### src/rtl/if_fetch_pkg.sv
// Shared constants for the instruction-fetch stage: FSM encodings, stall bit index, bus width.
package if_fetch_pkg;

    localparam logic True_v  = 1'b1;
    localparam logic False_v = 1'b0;

    localparam int INST_BUS_W = 32;
    localparam int STALL_IF   = 4;

    localparam logic [2:0] IF_IDLE = 3'd0;
    localparam logic [2:0] IF_B0   = 3'd1;
    localparam logic [2:0] IF_B1   = 3'd2;
    localparam logic [2:0] IF_B2   = 3'd3;
    localparam logic [2:0] IF_B3   = 3'd4;
    localparam logic [2:0] IF_HOLD = 3'd5;

    // Byte lane being fetched in states IF_B0..IF_B3.
    function automatic logic [1:0] byte_sel(input logic [2:0] st);
        byte_sel = 2'(st - IF_B0);
    endfunction

endpackage

### src/rtl/if_fetch_icache.sv
// Direct-mapped one-word-per-line instruction cache; used by if_fetch only when ICACHE_EN is defined.
module if_icache #(
    parameter int LINES = 64
) (
    input  logic        clk,
    input  logic        rst,
    input  logic [31:0] lookup_pc,
    output logic        hit,
    output logic [31:0] rd_data,
    input  logic        fill_en,
    input  logic [31:0] fill_pc,
    input  logic [31:0] fill_data
);
    localparam int IDX_W = $clog2(LINES);
    localparam int TAG_W = 30 - IDX_W;

    logic [LINES-1:0] valid;
    logic [TAG_W-1:0] tag_mem  [LINES];
    logic [31:0]      data_mem [LINES];

    logic [IDX_W-1:0] rd_idx;
    logic [IDX_W-1:0] wr_idx;
    logic             unused_low_bits;

    assign rd_idx          = lookup_pc[IDX_W+1:2];
    assign wr_idx          = fill_pc[IDX_W+1:2];
    assign unused_low_bits = ^{lookup_pc[1:0], fill_pc[1:0]};

    assign hit     = valid[rd_idx] && (tag_mem[rd_idx] == lookup_pc[31:IDX_W+2]);
    assign rd_data = data_mem[rd_idx];

    // Only the valid bits need reset; stale tags/data are masked by them.
    always_ff @(posedge clk or negedge rst) begin
        if (!rst) begin
            valid <= '0;
        end else if (fill_en) begin
            valid[wr_idx] <= 1'b1;
        end
    end

    always_ff @(posedge clk) begin
        if (fill_en) begin
            tag_mem[wr_idx]  <= fill_pc[31:IDX_W+2];
            data_mem[wr_idx] <= fill_data;
        end
    end

endmodule

### src/rtl/if_fetch.sv
// Instruction fetch: owns the PC and assembles 32-bit words from four byte reads.
// Optional direct-mapped I-cache enabled by defining ICACHE_EN.
module if_fetch
    import if_fetch_pkg::*;
#(
    parameter logic [31:0] RESET_PC = 32'h0000_0000
`ifdef ICACHE_EN
    , parameter int ICACHE_LINES = 64
`endif
) (
    input  logic                  clk,
    input  logic                  rst,
    input  logic                  rdy,
    input  logic [4:0]            stall_cmd,
    input  logic                  br_taken,
    input  logic [31:0]           br_target,
    output logic                  mem_req,
    output logic [31:0]           mem_addr,
    input  logic                  mem_ack,
    input  logic [7:0]            mem_rdata,
    output logic                  if_stall_req,
    output logic [31:0]           pc_o,
    output logic [INST_BUS_W-1:0] inst_o,
    output logic                  inst_valid_o,
    output logic [2:0]            state_dbg
);
    // Memory handshake: mem_req/mem_addr are held stable until a cycle with
    // mem_ack=1 and rdy=1; that cycle's mem_rdata is the byte at mem_addr.

    logic [2:0]            state, state_nxt;
    logic [31:0]           pc, pc_nxt;
    logic [INST_BUS_W-1:0] buf_q, buf_nxt;
    logic                  hit_q, hit_nxt;
    logic                  enter_b0;
    logic                  req_nxt, valid_nxt;
    logic [31:0]           addr_nxt, pc_o_nxt;
    logic [INST_BUS_W-1:0] inst_nxt;
    logic [1:0]            bsel;
    logic                  lookup_hit;
    logic [31:0]           lookup_data;
    logic                  unused_inputs;

    assign unused_inputs = ^{stall_cmd[3:0], br_target[1:0]};
    assign bsel          = byte_sel(state);
    assign state_dbg     = state;

`ifdef ICACHE_EN
    logic fill_en;
    assign fill_en = rdy && !br_taken && (state == IF_B3) && mem_ack;

    if_icache #(
        .LINES(ICACHE_LINES)
    ) u_icache (
        .clk      (clk),
        .rst      (rst),
        .lookup_pc(pc_nxt),
        .hit      (lookup_hit),
        .rd_data  (lookup_data),
        .fill_en  (fill_en),
        .fill_pc  (pc),
        .fill_data({mem_rdata, buf_q[23:0]})
    );
`else
    assign lookup_hit  = False_v;
    assign lookup_data = '0;
`endif

    // Next PC and whether a new word fetch starts; branch beats everything.
    always_comb begin
        pc_nxt   = pc;
        enter_b0 = False_v;
        if (br_taken) begin
            pc_nxt   = {br_target[31:2], 2'b00};
            enter_b0 = True_v;
        end else if (state == IF_IDLE) begin
            enter_b0 = True_v;
        end else if (state == IF_HOLD && !stall_cmd[STALL_IF]) begin
            pc_nxt   = pc + 32'd4;
            enter_b0 = True_v;
        end
    end

    always_comb begin
        state_nxt = state;
        buf_nxt   = buf_q;
        hit_nxt   = False_v;
        req_nxt   = mem_req;
        addr_nxt  = mem_addr;
        pc_o_nxt  = pc_o;
        inst_nxt  = inst_o;
        valid_nxt = inst_valid_o;
        if (enter_b0) begin
            // A cache hit skips the byte reads: no request, word parked in the buffer.
            state_nxt = IF_B0;
            addr_nxt  = pc_nxt;
            req_nxt   = !lookup_hit;
            hit_nxt   = lookup_hit;
            buf_nxt   = lookup_hit ? lookup_data : '0;
            valid_nxt = False_v;
        end else begin
            case (state)
                IF_B0, IF_B1, IF_B2, IF_B3: begin
                    if (state == IF_B0 && hit_q) begin
                        state_nxt = IF_HOLD;
                        inst_nxt  = buf_q;
                        pc_o_nxt  = pc;
                        valid_nxt = True_v;
                    end else if (mem_ack) begin
                        buf_nxt[{bsel, 3'b000} +: 8] = mem_rdata;
                        if (state == IF_B3) begin
                            state_nxt = IF_HOLD;
                            req_nxt   = False_v;
                            inst_nxt  = {mem_rdata, buf_q[23:0]};
                            pc_o_nxt  = pc;
                            valid_nxt = True_v;
                        end else begin
                            state_nxt = state + 3'd1;
                            addr_nxt  = pc + {30'd0, bsel} + 32'd1;
                        end
                    end
                end
                IF_HOLD: begin
                end
                default: begin
                    state_nxt = IF_IDLE;
                    req_nxt   = False_v;
                end
            endcase
        end
    end

    always_ff @(posedge clk or negedge rst) begin
        if (!rst) begin
            state        <= IF_IDLE;
            pc           <= RESET_PC;
            buf_q        <= '0;
            hit_q        <= False_v;
            mem_req      <= False_v;
            mem_addr     <= '0;
            if_stall_req <= False_v;
            pc_o         <= '0;
            inst_o       <= '0;
            inst_valid_o <= False_v;
        end else if (rdy) begin
            state        <= state_nxt;
            pc           <= pc_nxt;
            buf_q        <= buf_nxt;
            hit_q        <= hit_nxt;
            mem_req      <= req_nxt;
            mem_addr     <= addr_nxt;
            if_stall_req <= (state_nxt != IF_HOLD);
            pc_o         <= pc_o_nxt;
            inst_o       <= inst_nxt;
            inst_valid_o <= valid_nxt;
        end
    end

endmodule

### config.mk
export PLATFORM = sky130hd
export DESIGN_NAME = if_fetch
export DESIGN_NICKNAME = d
export VERILOG_FILES = /design/src/rtl/if_fetch_pkg.sv /design/src/rtl/if_fetch_icache.sv /design/src/rtl/if_fetch.sv
export SDC_FILE = /design/constraint.sdc
export NUM_CORES = 1
export LEC_CHECK = 0
export ABC_AREA = 0
export CORE_UTILIZATION = 35
export DETAILED_ROUTE_END_ITERATION = 12
export PLACE_DENSITY = 0.68
export SYNTH_ARGS = -nofsm -noshare
export SYNTH_HDL_FRONTEND = slang
export SYNTH_SLANG_ARGS = --single-unit
### constraint.sdc
create_clock -name clk -period 4.1 [get_ports clk]
set_input_delay 0.82 -clock clk [delete_from_list [all_inputs] [get_ports clk]]
set_output_delay 0.82 -clock clk [all_outputs]
set_load 0.01 [all_outputs]
Word-level counts from Yosys, hierarchy flattened --
Cells that the tools add are included. W data, S select, Z words.
Cells by class: add/subtract/negate cells 6, $mul 0, div/mod/pow operators 0, $lt $le $gt $ge 0, eq/ne operators 10, shift-type cells 2, multiplexer cells 30, bitwise logic cells 1, reductions and logical operators 13
Operator list (count):
- $mux W32 | 14
- $add A32 B1 Y32 const B | 1
- $add A32 B2 Y32 | 1
- $add A32 B3 Y32 const B | 1
- $bwmux W32 | 1
- $shift A8 B7 Y32 const A | 1
- $shiftx A8 B7 Y32 | 1
- $reduce_and A4 Y1 | 3
- $mux W1 | 10
- $mux W3 | 3
- $ne A3 B3 Y1 const B | 3
- $neg A5 Y7 | 1
- $eq A3 B2 Y1 const B | 2
- $eq A3 B3 Y1 const B | 2
- $pmux W3 S2 | 1
- $reduce_bool A3 Y1 | 2
- $reduce_and A5 Y1 | 1
- $ne A2 B2 Y1 const B | 2
- $reduce_bool A2 Y1 | 2
- $reduce_or A4 Y1 | 1
- $add A3 B1 Y3 const B | 1
- $eq A3 B1 Y1 const B | 1
- $logic_not A3 Y1 | 1
- $reduce_and A3 Y1 | 1
- other kinds (5) | 5
Word-level totals: register bits 166, bits in latches 0, memory bits (writable) 0, ROM bits 0, input bits 50, output and inout port bits 102, word-level logic and storage cells 71, memories 0

Logic depth before layout (Yosys ltp) --
Gate-level depths: netlist of the first run.
depth after elaboration 7, depth in mapped cells 11, mapped depth without buffers 10

Least setup slack after synthesis of the first run --
Ideal clock, no wire load.
path kind reg-to-reg, start point register state[0] (netlist: state_dbg[0]), end point register mem_addr[31], library setup time 122 ps, arrival time 2568 ps, required time 3978 ps, path slack 1410 ps, stages on the path, launching flop included 12, path buffers 1, period minus slack after synthesis 2690 ps, cell sequence dfrtp_1 clkbuf_1 inv_1 ha_1 inv_1 ha_1 nor2b_1 o2111ai_1 nor2_1 and3_1 o21ai_0 a32o_1
On the way: cells in the longest elaborated chain, start to end 7, elaborated cells between the ends (all ways) 25, those cells by class add/sub (3); eq/ne (6); mux (10); reduce/logical (6)
RTL lines:
- from (decl) | RTL line if_fetch.sv:30 | logic [2:0] state, state_nxt;
- from (signal assigned) | RTL line if_fetch.sv:145 | state <= state_nxt;
- $sub A2 B1 Y2 / $eq A3 B3 Y1 (equally long branches) | RTL line if_fetch_pkg.sv:19, if_fetch.sv:77
- $add A32 B2 Y32 / $logic_and A1 B1 Y1 (equally long branches) | RTL line if_fetch.sv:118, if_fetch.sv:77
- $add A32 B1 Y32 / $mux W1 (equally long branches) | RTL line if_fetch.sv:118, if_fetch.sv:77
- $mux W32 / $mux W1 (equally long branches) | RTL line if_fetch.sv:110, if_fetch.sv:75
- $mux W32 / $mux W1 (equally long branches) | RTL line if_fetch.sv:108, if_fetch.sv:72
- $mux W32, or another cell as far along | RTL line if_fetch.sv:101 | case (state)
- $mux W32 / $reduce_and A4 Y1 (equally long branches)
- to (signal assigned) | RTL line if_fetch.sv:150 | mem_addr <= addr_nxt;
- to (decl) | RTL line if_fetch.sv:18 | output logic [31:0] mem_addr,
Several ways; a longest one is shown, not always the timed one. The select of a mux whose other input is x is not followed. A chain may end at the register's enable or synchronous reset.

Final worst setup path of the first run --
start point register state[0] (netlist: state_dbg[0]), end point register mem_addr[29]
Same word-level chain as after synthesis.

==> flow_summary_export.csv, run 1 <==
group,metric,value,unit
outcome,status,"completed",
detailed_routing,drtIter0Drc,454,
detailed_routing,met1_length,10430,µm
synthesis,synth_common_cells,"158 x dfrtp_1, 114 x nand2_1, 54 x mux2_1, 52 x o21ai_0, 44 x a21oi_1",
detailed_routing,dr_wl_met2,10090,µm
floorplan,die_area,24230,µm²
cts,cts_tree,"built",
worst_hold_path,hold_class,"in -> async",
worst_setup_path,arrival,3.47,ns
timing,worstMarginPinSlew,1.168,ns
worst_setup_path,critical_path_buf_inv_count,1,
worst_setup_path,crit_type,"reg -> reg",
cts,cts.sinks,158,
synthesis,ys_warn_count,0,
timing,fmax,0.3170,GHz
timing,drv_slew,0,
placed_design,gp_routability_congestion,0.8286,
detailed_routing,ant_nets,0,
placed_design,place_ws,0.5507,ns
global_route,overflow,0,
synthesis,synth_most_common_cell,"dfrtp_1",
layout,diodes,0,
placed_design,place_inst,1249,
cts,clkTransAtPathRegs,0.07,ns
layout,instances_no_fill,1280,
cts,cts_setup_buffers,0,
worst_setup_path,required,4.42,ns
global_route,grt_pass1_vias,6514,
detailed_routing,wl,22450,µm
timing,setup_violations,0,
timing,fin_crit,3.154,ns
global_route,grt_pass1_wl,36330,µm
synthesis,synth_top_area_share,0.4784,
worst_setup_path,slowest_delay,0.60,ns
worst_setup_path,slowest_stage,"dfrtp_1",
worst_setup_path,crit_path_start_kind,"flip-flop",
synthesis,synthTopCellsByArea,"dfrtp_1 48%, mux2_1 7.4%, nand2_1 5.2%, o21ai_0 3.1%, o22ai_1 3.0%",
timing,final_hold_viol_count,0,
timing,fin_ws,0.9457,ns
detailed_routing,drcViolationCount,0,
worst_setup_path,cp-end-kind,"flip-flop",
floorplan,chipWidth,155.7,µm
synthesis,synth_seq_area_share,0.4784,
global_route,track_usage,0.1944,
synthesis,syn_avg_cell_area,9.678,µm²
detailed_routing,firstDrtPassIters,5,
synthesis,synth_cells,854,
layout,final_nets,1016,
timing,period_share,0.7693,
floorplan,rows,55,
flow_run,maxCapViolations,0,
detailed_routing,wire_per_inst,17.54,µm
timing,grt_setup_unrepaired,"false",
floorplan,core_area,22920,µm²
floorplan,dieHeight,155.7,µm
worst_setup_path,cp_max_fo,20,
power_and_ir_drop,leakagePower,4.486,nW
cts,clock_path_buffers,2,
placed_design,portBuffers,145,
power_and_ir_drop,power_density,509.4,nW/µm²
timing,slew_headroom,0.2197,
floorplan,io_pins,152,
timing,fin_setup_tns,0,ns
detailed_routing,via_per_inst,5.395,
cts,htreeDepth,4,
placed_design,dpl.hpwl,15400,µm
detailed_routing,routed-wl-met3,1486,µm
layout,drive_above_1_share,0.06929,
power_and_ir_drop,peakVddDrop,0.2993,mV
worst_setup_path,cp_common_cell,"nor3_1",
synthesis,synth_edf_count,0,
synthesis,synth_nets,915,
cts,clkLatencyLatePin,0.43,ns
cts,cts_hold_buf,0,
floorplan,start_util,0.3607,
layout,syn_to_final_growth,26.07,%
cts,cts_resized,0,
synthesis,synth_area,8265,µm²
global_route,grt_max_degree,93,
detailed_routing,vias,6906,
synthesis,synth.ff_latch_count,158,
synthesis,async_flop_share,1.000,
synthesis,synth.distinct_cells,59,
detailed_routing,top_layer,"met5",
timing,fin_skew,0.007223,ns
cts,cts_buffers,17,
synthesis,synth_top_cell_by_area,"dfrtp_1",
synthesis,ys.flop_type,"dfrtp_1",
global_route,antenna_found_initial,1,
worst_setup_path,critPathTopFamily,"simple AND/OR/NAND/NOR gates",
worst_setup_path,path_cells,"ha_1, ha_1, nor3b_1, nor3_1, a21o_1, nand2_1, buf_4, nor3_1, nor3_1",
cts,clockRootBuffer,"clkbuf_16",
==> cell families (layout without fill, tap and decap cells) <==
logic type,after synthesis,count (layout),synth area share
compound gates,217,217,0.1552
xor+xnor,45,45,0.04768
fa+ha+maj,11,11,0.01756
buf+inv,93,206,0.04783
flops,158,158,0.4784
mux,72,72,0.09597
simple gates,258,258,0.1574
==> final cells by class <==
cell class / count / area, µm²
Timing Repair Buffer: 156 / 1543
Clock inverter: 13 / 105.1
Tap cell: 313 / 391.6
Inverter: 19 / 71.32
Fill cell: 2174 / 12500
Sequential cell: 158 / 3954
Clock buffer: 18 / 439.2
Multi-Input combinational cell: 603 / 3916
==> registers in the layout, summed over array words and instances, names as in the netlist <==
name	count
inst_valid_o	1
mem_addr	32
pc	32
state_dbg	3
if_stall_req	1
mem_req	1
pc_o	32
buf_q	24
inst_o	32
==> per-stage QoR <==
stage                     hold slack (ns)  area (µm²)  utilization  power [mW]
after global routing               0.4863       10420       0.4547       5.633
after floorplan                    0.4413        8265            -       3.031
after detailed placement           0.4620        9876       0.4310       3.845
after global placement             0.4543        9876       0.4310       3.816
after CTS                          0.4768       10420       0.4547       5.344
final                              0.4659       10420       0.4547       5.308
==> cells in the final DEF, fill, tap and decap left out, drive strengths merged, types with 3 or more instances in the layout <==
| cell | synthesis | final |
|---|---|---|
| nor4 | 10 | 10 |
| nand4 | 10 | 10 |
| buf | 34 | 13 |
| nand2b | 5 | 5 |
| xor2 | 21 | 21 |
| mux2i | 14 | 14 |
| o221ai | 3 | 3 |
| clkdlybuf4s50 | 0 | 143 |
| clkinvlp | 0 | 3 |
| o21ai | 85 | 85 |
| ha | 10 | 10 |
| inv | 19 | 25 |
| o22ai | 39 | 39 |
| a21oi | 44 | 44 |
| a22oi | 4 | 4 |
| clkbuf | 40 | 18 |
| nor2 | 28 | 28 |
| o31ai | 16 | 16 |
| a21o | 5 | 5 |
| mux2 | 58 | 58 |
| xnor2 | 24 | 24 |
| and3 | 12 | 12 |
| or3 | 5 | 5 |
| o211ai | 4 | 4 |
| and4 | 7 | 7 |
| nor3 | 20 | 20 |
| clkinv | 0 | 4 |
| dfrtp | 158 | 158 |
| a31oi | 3 | 3 |
| nand2 | 114 | 114 |
| nand3 | 37 | 37 |
==> worst reg2reg max path, cell delays in order (launching register included) <==
cell	delay, ns
dfrtp_1	0.60
ha_1	0.28
ha_1	0.21
nor3b_1	0.08
nor3_1	0.52
a21o_1	0.27
nand2_1	0.40
buf_4	0.41
nor3_1	0.20
nor3_1	0.07
==> worst paths after layout <==
path	end	startpoint	depth (start not counted)	slack, ns
max	mem_addr[29]	state_dbg[0]	9	0.95
min	inst_o[5]	rst	1	0.47
max reg2reg	mem_addr[29]	state_dbg[0]	9	0.95
min reg2reg	buf_q[13]	buf_q[13]	2	0.47
max in group asynchronous	inst_o[9]	rst	2	2.78
min in group clk	buf_q[13]	buf_q[13]	2	0.47
==> where the power goes <==
group          total, mW  switching, mW  internal, mW  leakage, nW
Sequential          2.16          0.302          1.85         2.07
Combinational       1.67          0.872         0.794         2.15
Clock               1.49          0.687         0.799        0.262
==> metal layers <==
metal  GRT usage  vias to the layer above
met3     0.04250                       35
met2      0.2915                      261
met1      0.2761                     3354
li1            -                     3254
met5           0                        -
met4     0.06629                        2
Note: power is estimated with default switching activity, not from simulation.
==> run 2, diff against run 1 <==
Settings changed: PLACE_DENSITY 0.68 to 0.7.
Clock period 4.1 ns to 2.5 ns, I/O delays scaled along.
==> flow_summary_export.csv, run 2 (synthesized netlist as in run 1, its figures left out) <==
group,metric,value,unit
worst_setup_path,crit_path_start_kind,"flip-flop",
timing,fin_skew,0.01309,ns
power_and_ir_drop,p_sw_frac,0.3414,
cts,cts_buffers,17,
layout,final_nets,1082,
layout,layout_commonest_cell,"dfrtp_1",
timing,slew_headroom,0.6608,
placed_design,gp_routability_congestion,0.8516,
power_and_ir_drop,p_seq_frac,0.366,
cts,clkLatencyLatePin,0.44,ns
timing,fin_crit,2.426,ns
global_route,track_usage,0.1984,
worst_setup_path,worstRegToRegCells,10,
floorplan,io_pins,152,
cts,cts.sinks,158,
flow_run,maxCapViolations,0,
layout,diodes,0,
cts,htreeDepth,4,
timing,fin_setup_tns,0,ns
detailed_routing,vias,7164,
detailed_routing,ant_nets,0,
power_and_ir_drop,p_int,6.203,mW
placed_design,dpl.hpwl,16520,µm
detailed_routing,drtIter0Drc,483,
floorplan,core_area,22920,µm²
cts,clock_path_buffers,2,
cts,cts_tree,"built",
power_and_ir_drop,clkPwrFrac,0.287,
worst_setup_path,r2r_start,"state_dbg[0]",
worst_setup_path,required,2.82,ns
timing,period_share,0.9705,
worst_setup_path,cp_max_fo,5,
detailed_routing,via_per_inst,5.318,
placed_design,portBuffers,145,
timing,setup_violations,0,
worst_setup_path,crit_type,"reg -> reg",
worst_setup_path,arrival,2.74,ns
timing,grt_setup_unrepaired,"true",
layout,syn_to_final_growth,34.95,%
global_route,overflow,0,
floorplan,dieHeight,155.7,µm
worst_setup_path,r2r-end,"mem_addr[30]",
layout,final_cell_mix,"157 x dfrtp_1, 143 x clkdlybuf4s50_1, 111 x nand2_1, 69 x buf_4, 54 x mux2_1",
global_route,antenna_found_initial,0,
layout,fin_util,0.4868,
floorplan,start_util,0.3607,
detailed_routing,drcViolationCount,0,
detailed_routing,firstDrtPassIters,5,
timing,worstMarginPinSlew,0.5087,ns
layout,drive_above_1_share,0.1470,
power_and_ir_drop,power_density,844.4,nW/µm²
worst_setup_path,cp-end-kind,"flip-flop",
worst_hold_path,hold_class,"in -> async",
global_route,grt_pass1_wl,37270,µm
power_and_ir_drop,peakVddDrop,0.4558,mV
power_and_ir_drop,leakagePower,4.893,nW
detailed_routing,wire_per_inst,17.44,µm
floorplan,rows,55,
global_route,grt_max_degree,89,
layout,fillCellCount,2085,
floorplan,chipWidth,155.7,µm
cts,clockRootBuffer,"clkbuf_16",
outcome,status,"completed",
power_and_ir_drop,switching_power,3.215,mW
power_and_ir_drop,comb_power_share,0.347,
detailed_routing,wl,23490,µm
timing,final_hold_viol_count,0,
worst_setup_path,rrSetupSlack,0.07,ns
floorplan,die_area,24230,µm²
timing,fmax,0.4122,GHz
global_route,grt_pass1_vias,6840,
cts,clkTransAtPathRegs,0.07,ns
timing,drv_slew,0,
-- run 2: changes by cell type in the layout (fill, tap and decap cells not counted), sizes merged --
cell	change
buf	+65
inv	+3
bufinv	+2
clkinv	-2
clkinvlp	-2
clkbuf	+1
-- run 2: how the worst max path moves through the flow --
stage,start,to,slack (ns),cells after the start
detailed placement,stall_cmd[4],mem_addr[30],-0.11,7
floorplan,state_dbg[0],mem_addr[22],0.01,11
CTS,state_dbg[1],mem_addr[27],0.008,10
finish,state_dbg[0],mem_addr[30],0.07,10
global route,state_dbg[0],mem_addr[13],-0.05,10
global placement,stall_cmd[4],mem_addr[26],-0.07,8
-- run 2: final cells by class --
type	count	area [µm²]	area share
well taps	313	391.6	0.03511
clock buffers	18	439.2	0.03937
repair buffers	222	2122	0.1902
inverters	19	71.32	0.006394
flip-flops and latches	158	3955	0.3546
multi-input cells	603	4005	0.3591
clock inverters	14	170.2	0.01526
-- run 2: layer usage --
metal	part of all wire	vias up	global-route usage
met3	0.062	29	0.03556
met1	0.46	3462	0.2802
li1	-	3386	-
met4	0.017	0	0.06349
met5	0	-	0
met2	0.46	287	0.3073
-- run 2: power groups by stage --
stage	clock network [mW]	logic (mW)	registers, mW
after floorplan	0	1.48	3.50
after global placement	0	3.11	3.48
after detailed placement	0	3.15	3.49
after CTS	2.77	3.18	3.45
after global routing	2.88	3.56	3.52
final	2.71	3.27	3.45
-- run 2: critical path, cell delays in order, from the launching register on --
cell     delay, ns
dfrtp_2       0.43
buf_4         0.16
ha_1          0.23
inv_1         0.08
fa_2          0.21
nand3_2       0.07
buf_4         0.16
or3_4         0.33
o31a_1        0.29
nor3_2        0.25
o31ai_2       0.08
-- run 2: metrics by stage --
step           total power, mW  hold slack [ns]  area (µm²)  setup WS, ns  cells
3_5_place_dp             6.636           0.4612       10430       -0.1082   1313
4_1_cts                  9.394          0.06453       11050      0.008080   1345
3_3_place_gp             6.592           0.4550       10430      -0.07105   1313
2_1_floorplan            4.981           0.2044        8279       0.01111    854
5_1_grt                  9.956          0.07410       11150      -0.05039   1347
6_report                 9.418          0.05042       11150       0.07387   1347
-- run 2: timing repair --
item | 4_1_cts | 5_1_grt
pin swaps | 0 | 5
gates resized for setup | 1 | 19
hold buffers | 0 | 0
cloned | 0 | 1
setup buffers | 0 | 1
endpoints found under the setup margin | 1 | 50
==> run 3, diff against run 2 <==
Settings changed: CORE_ASPECT_RATIO set to 2, MAX_ROUTING_LAYER set to met4.
==> flow_summary_export.csv, run 3 (synthesized netlist as in run 1, its figures left out) <==
group,metric,value,unit
global_route,grt_use_met2,0.3832,
global_route,track_usage,0.2112,
global_route,grt_use_met3,0.03452,
cts,cts_tree,"built",
cts,clkTransAtPathRegs,0.06,ns
floorplan,chipWidth,110.7,µm
power_and_ir_drop,leakagePower,4.896,nW
placed_design,gp_routability_congestion,0.9140,
worst_hold_path,hold_class,"in -> async",
worst_setup_path,crit_type,"reg -> reg",
worst_setup_path,rrSetupSlack,0.1,ns
detailed_routing,wl,24240,µm
global_route,antenna_found_initial,1,
timing,final_hold_viol_count,0,
worst_setup_path,r2r-end,"mem_addr[17]",
cts,htreeDepth,4,
cts,cts_buffers,17,
layout,syn_to_final_growth,35.07,%
worst_setup_path,cp-end-kind,"flip-flop",
timing,drv_slew,0,
layout,fillCellCount,2137,
power_and_ir_drop,peakVddDrop,0.5727,mV
floorplan,rows,79,
power_and_ir_drop,power_density,849.3,nW/µm²
layout,drive_above_1_share,0.1519,
layout,layout_commonest_cell,"dfrtp_1",
cts,clockRootBuffer,"clkbuf_16",
timing,grt_setup_unrepaired,"true",
cts,cts_setup_buffers,0,
global_route,grt.busiest_layer,"met2",
timing,worstMarginPinSlew,0.5645,ns
worst_setup_path,required,2.82,ns
detailed_routing,wire_per_inst,18.29,µm
floorplan,dieHeight,219.3,µm
detailed_routing,ant_nets,0,
cts,clkLatencyLatePin,0.44,ns
worst_setup_path,arrival,2.72,ns
floorplan,die_area,24270,µm²
global_route,overflow,0,
worst_setup_path,cp_max_fo,6,
floorplan,start_util,0.3558,
detailed_routing,firstDrtPassIters,5,
placed_design,dpl.hpwl,18020,µm
timing,fmax,0.4159,GHz
timing,setup_violations,0,
worst_setup_path,worstRegToRegCells,9,
timing,slew_headroom,0.6223,
outcome,status,"completed",
detailed_routing,vias,7111,
timing,period_share,0.9617,
global_route,grt.met1_usage,0.2171,
global_route,grt_max_degree,59,
global_route,grt_pass1_wl,38250,µm
layout,fin_util,0.4806,
timing,fin_skew,0.005610,ns
placed_design,portBuffers,145,
layout,final_nets,1089,
detailed_routing,drcViolationCount,0,
floorplan,io_pins,152,
timing,whs,0.03197,ns
detailed_routing,drtIter0Drc,466,
cts,cts.sinks,158,
flow_run,maxCapViolations,0,
timing,fin_crit,2.404,ns
worst_setup_path,crit_path_start_kind,"flip-flop",
global_route,grt_pass1_vias,7101,
floorplan,core_area,23230,µm²
cts,clock_path_buffers,2,
worst_setup_path,r2r_start,"state_dbg[0]",
detailed_routing,via_per_inst,5.367,
layout,final_cell_mix,"157 x dfrtp_1, 143 x clkdlybuf4s50_1, 112 x nand2_1, 79 x buf_4, 54 x mux2_1",
-- run 3: worst max-delay path by stage --
stage                     slack (ns)            to  cells past startpoint         start
after global placement         -0.19  mem_addr[10]                      9  stall_cmd[4]
after floorplan                 0.01  mem_addr[22]                     11  state_dbg[0]
after CTS                      0.006  mem_addr[10]                     10  state_dbg[0]
final                            0.1  mem_addr[17]                      9  state_dbg[0]
after global routing           -0.02  mem_addr[22]                     12  state_dbg[0]
after detailed placement       -0.17  mem_addr[10]                      9  stall_cmd[4]
-- run 3: cell type report --
type | count | area [µm²] | share of cell area
Multi-Input combinational cell | 603 | 4025 | 0.3605
Sequential cell | 158 | 3955 | 0.3543
Timing Repair Buffer | 229 | 2141 | 0.1918
Clock buffer | 20 | 446.7 | 0.04001
Tap cell | 283 | 354.1 | 0.03172
Clock inverter | 11 | 166.4 | 0.01491
Inverter | 19 | 71.32 | 0.006388
Antenna cell | 2 | 5.005 | 0.0004483
-- run 3: worst max-delay path: stages (launching register included) --
cell      delay, ns
dfrtp_2        0.43
buf_4          0.15
ha_1           0.23
and3b_2        0.27
buf_4          0.17
nor2_1         0.45
a21oi_1        0.13
o21ai_0        0.16
a21boi_0       0.18
o21ai_0        0.11
-- run 3: repair_timing --
| item | in CTS | in global routing |
|---|---|---|
| resized for setup | 2 | 21 |
| hold endpoints to repair | 0 | 0 |
| hold buffers | 0 | 0 |
| pin swaps | 0 | 3 |
| endpoints found under the setup margin | 15 | 26 |
-- run 3: power by group --
group	internal (mW)	total, mW	switching (mW)
clock	1.69	2.72	1.04
sequential	3.04	3.42	0.380
combinational	1.66	3.33	1.68
-- run 3: per-stage QoR --
stage | setup slack (ns) | setup TNS (ns) | power [mW] | cell area [µm²] | cells
after floorplan | 0.01111 | 0 | 4.981 | 8279 | 854
after global placement | -0.1871 | -3.081 | 6.676 | 10450 | 1292
after detailed placement | -0.1732 | -3.337 | 6.714 | 10450 | 1292
after CTS | 0.006066 | 0 | 9.497 | 11070 | 1323
after global routing | -0.01811 | -0.03481 | 10.02 | 11160 | 1324
final | 0.09573 | 0 | 9.482 | 11160 | 1325
-- run 3: metal layers --
| metal | up-vias | part of all wire |
|---|---|---|
| met5 | - | 0 |
| met4 | 0 | 0.040 |
| met3 | 54 | 0.037 |
| met2 | 214 | 0.55 |
| met1 | 3451 | 0.37 |
| li1 | 3392 | - |
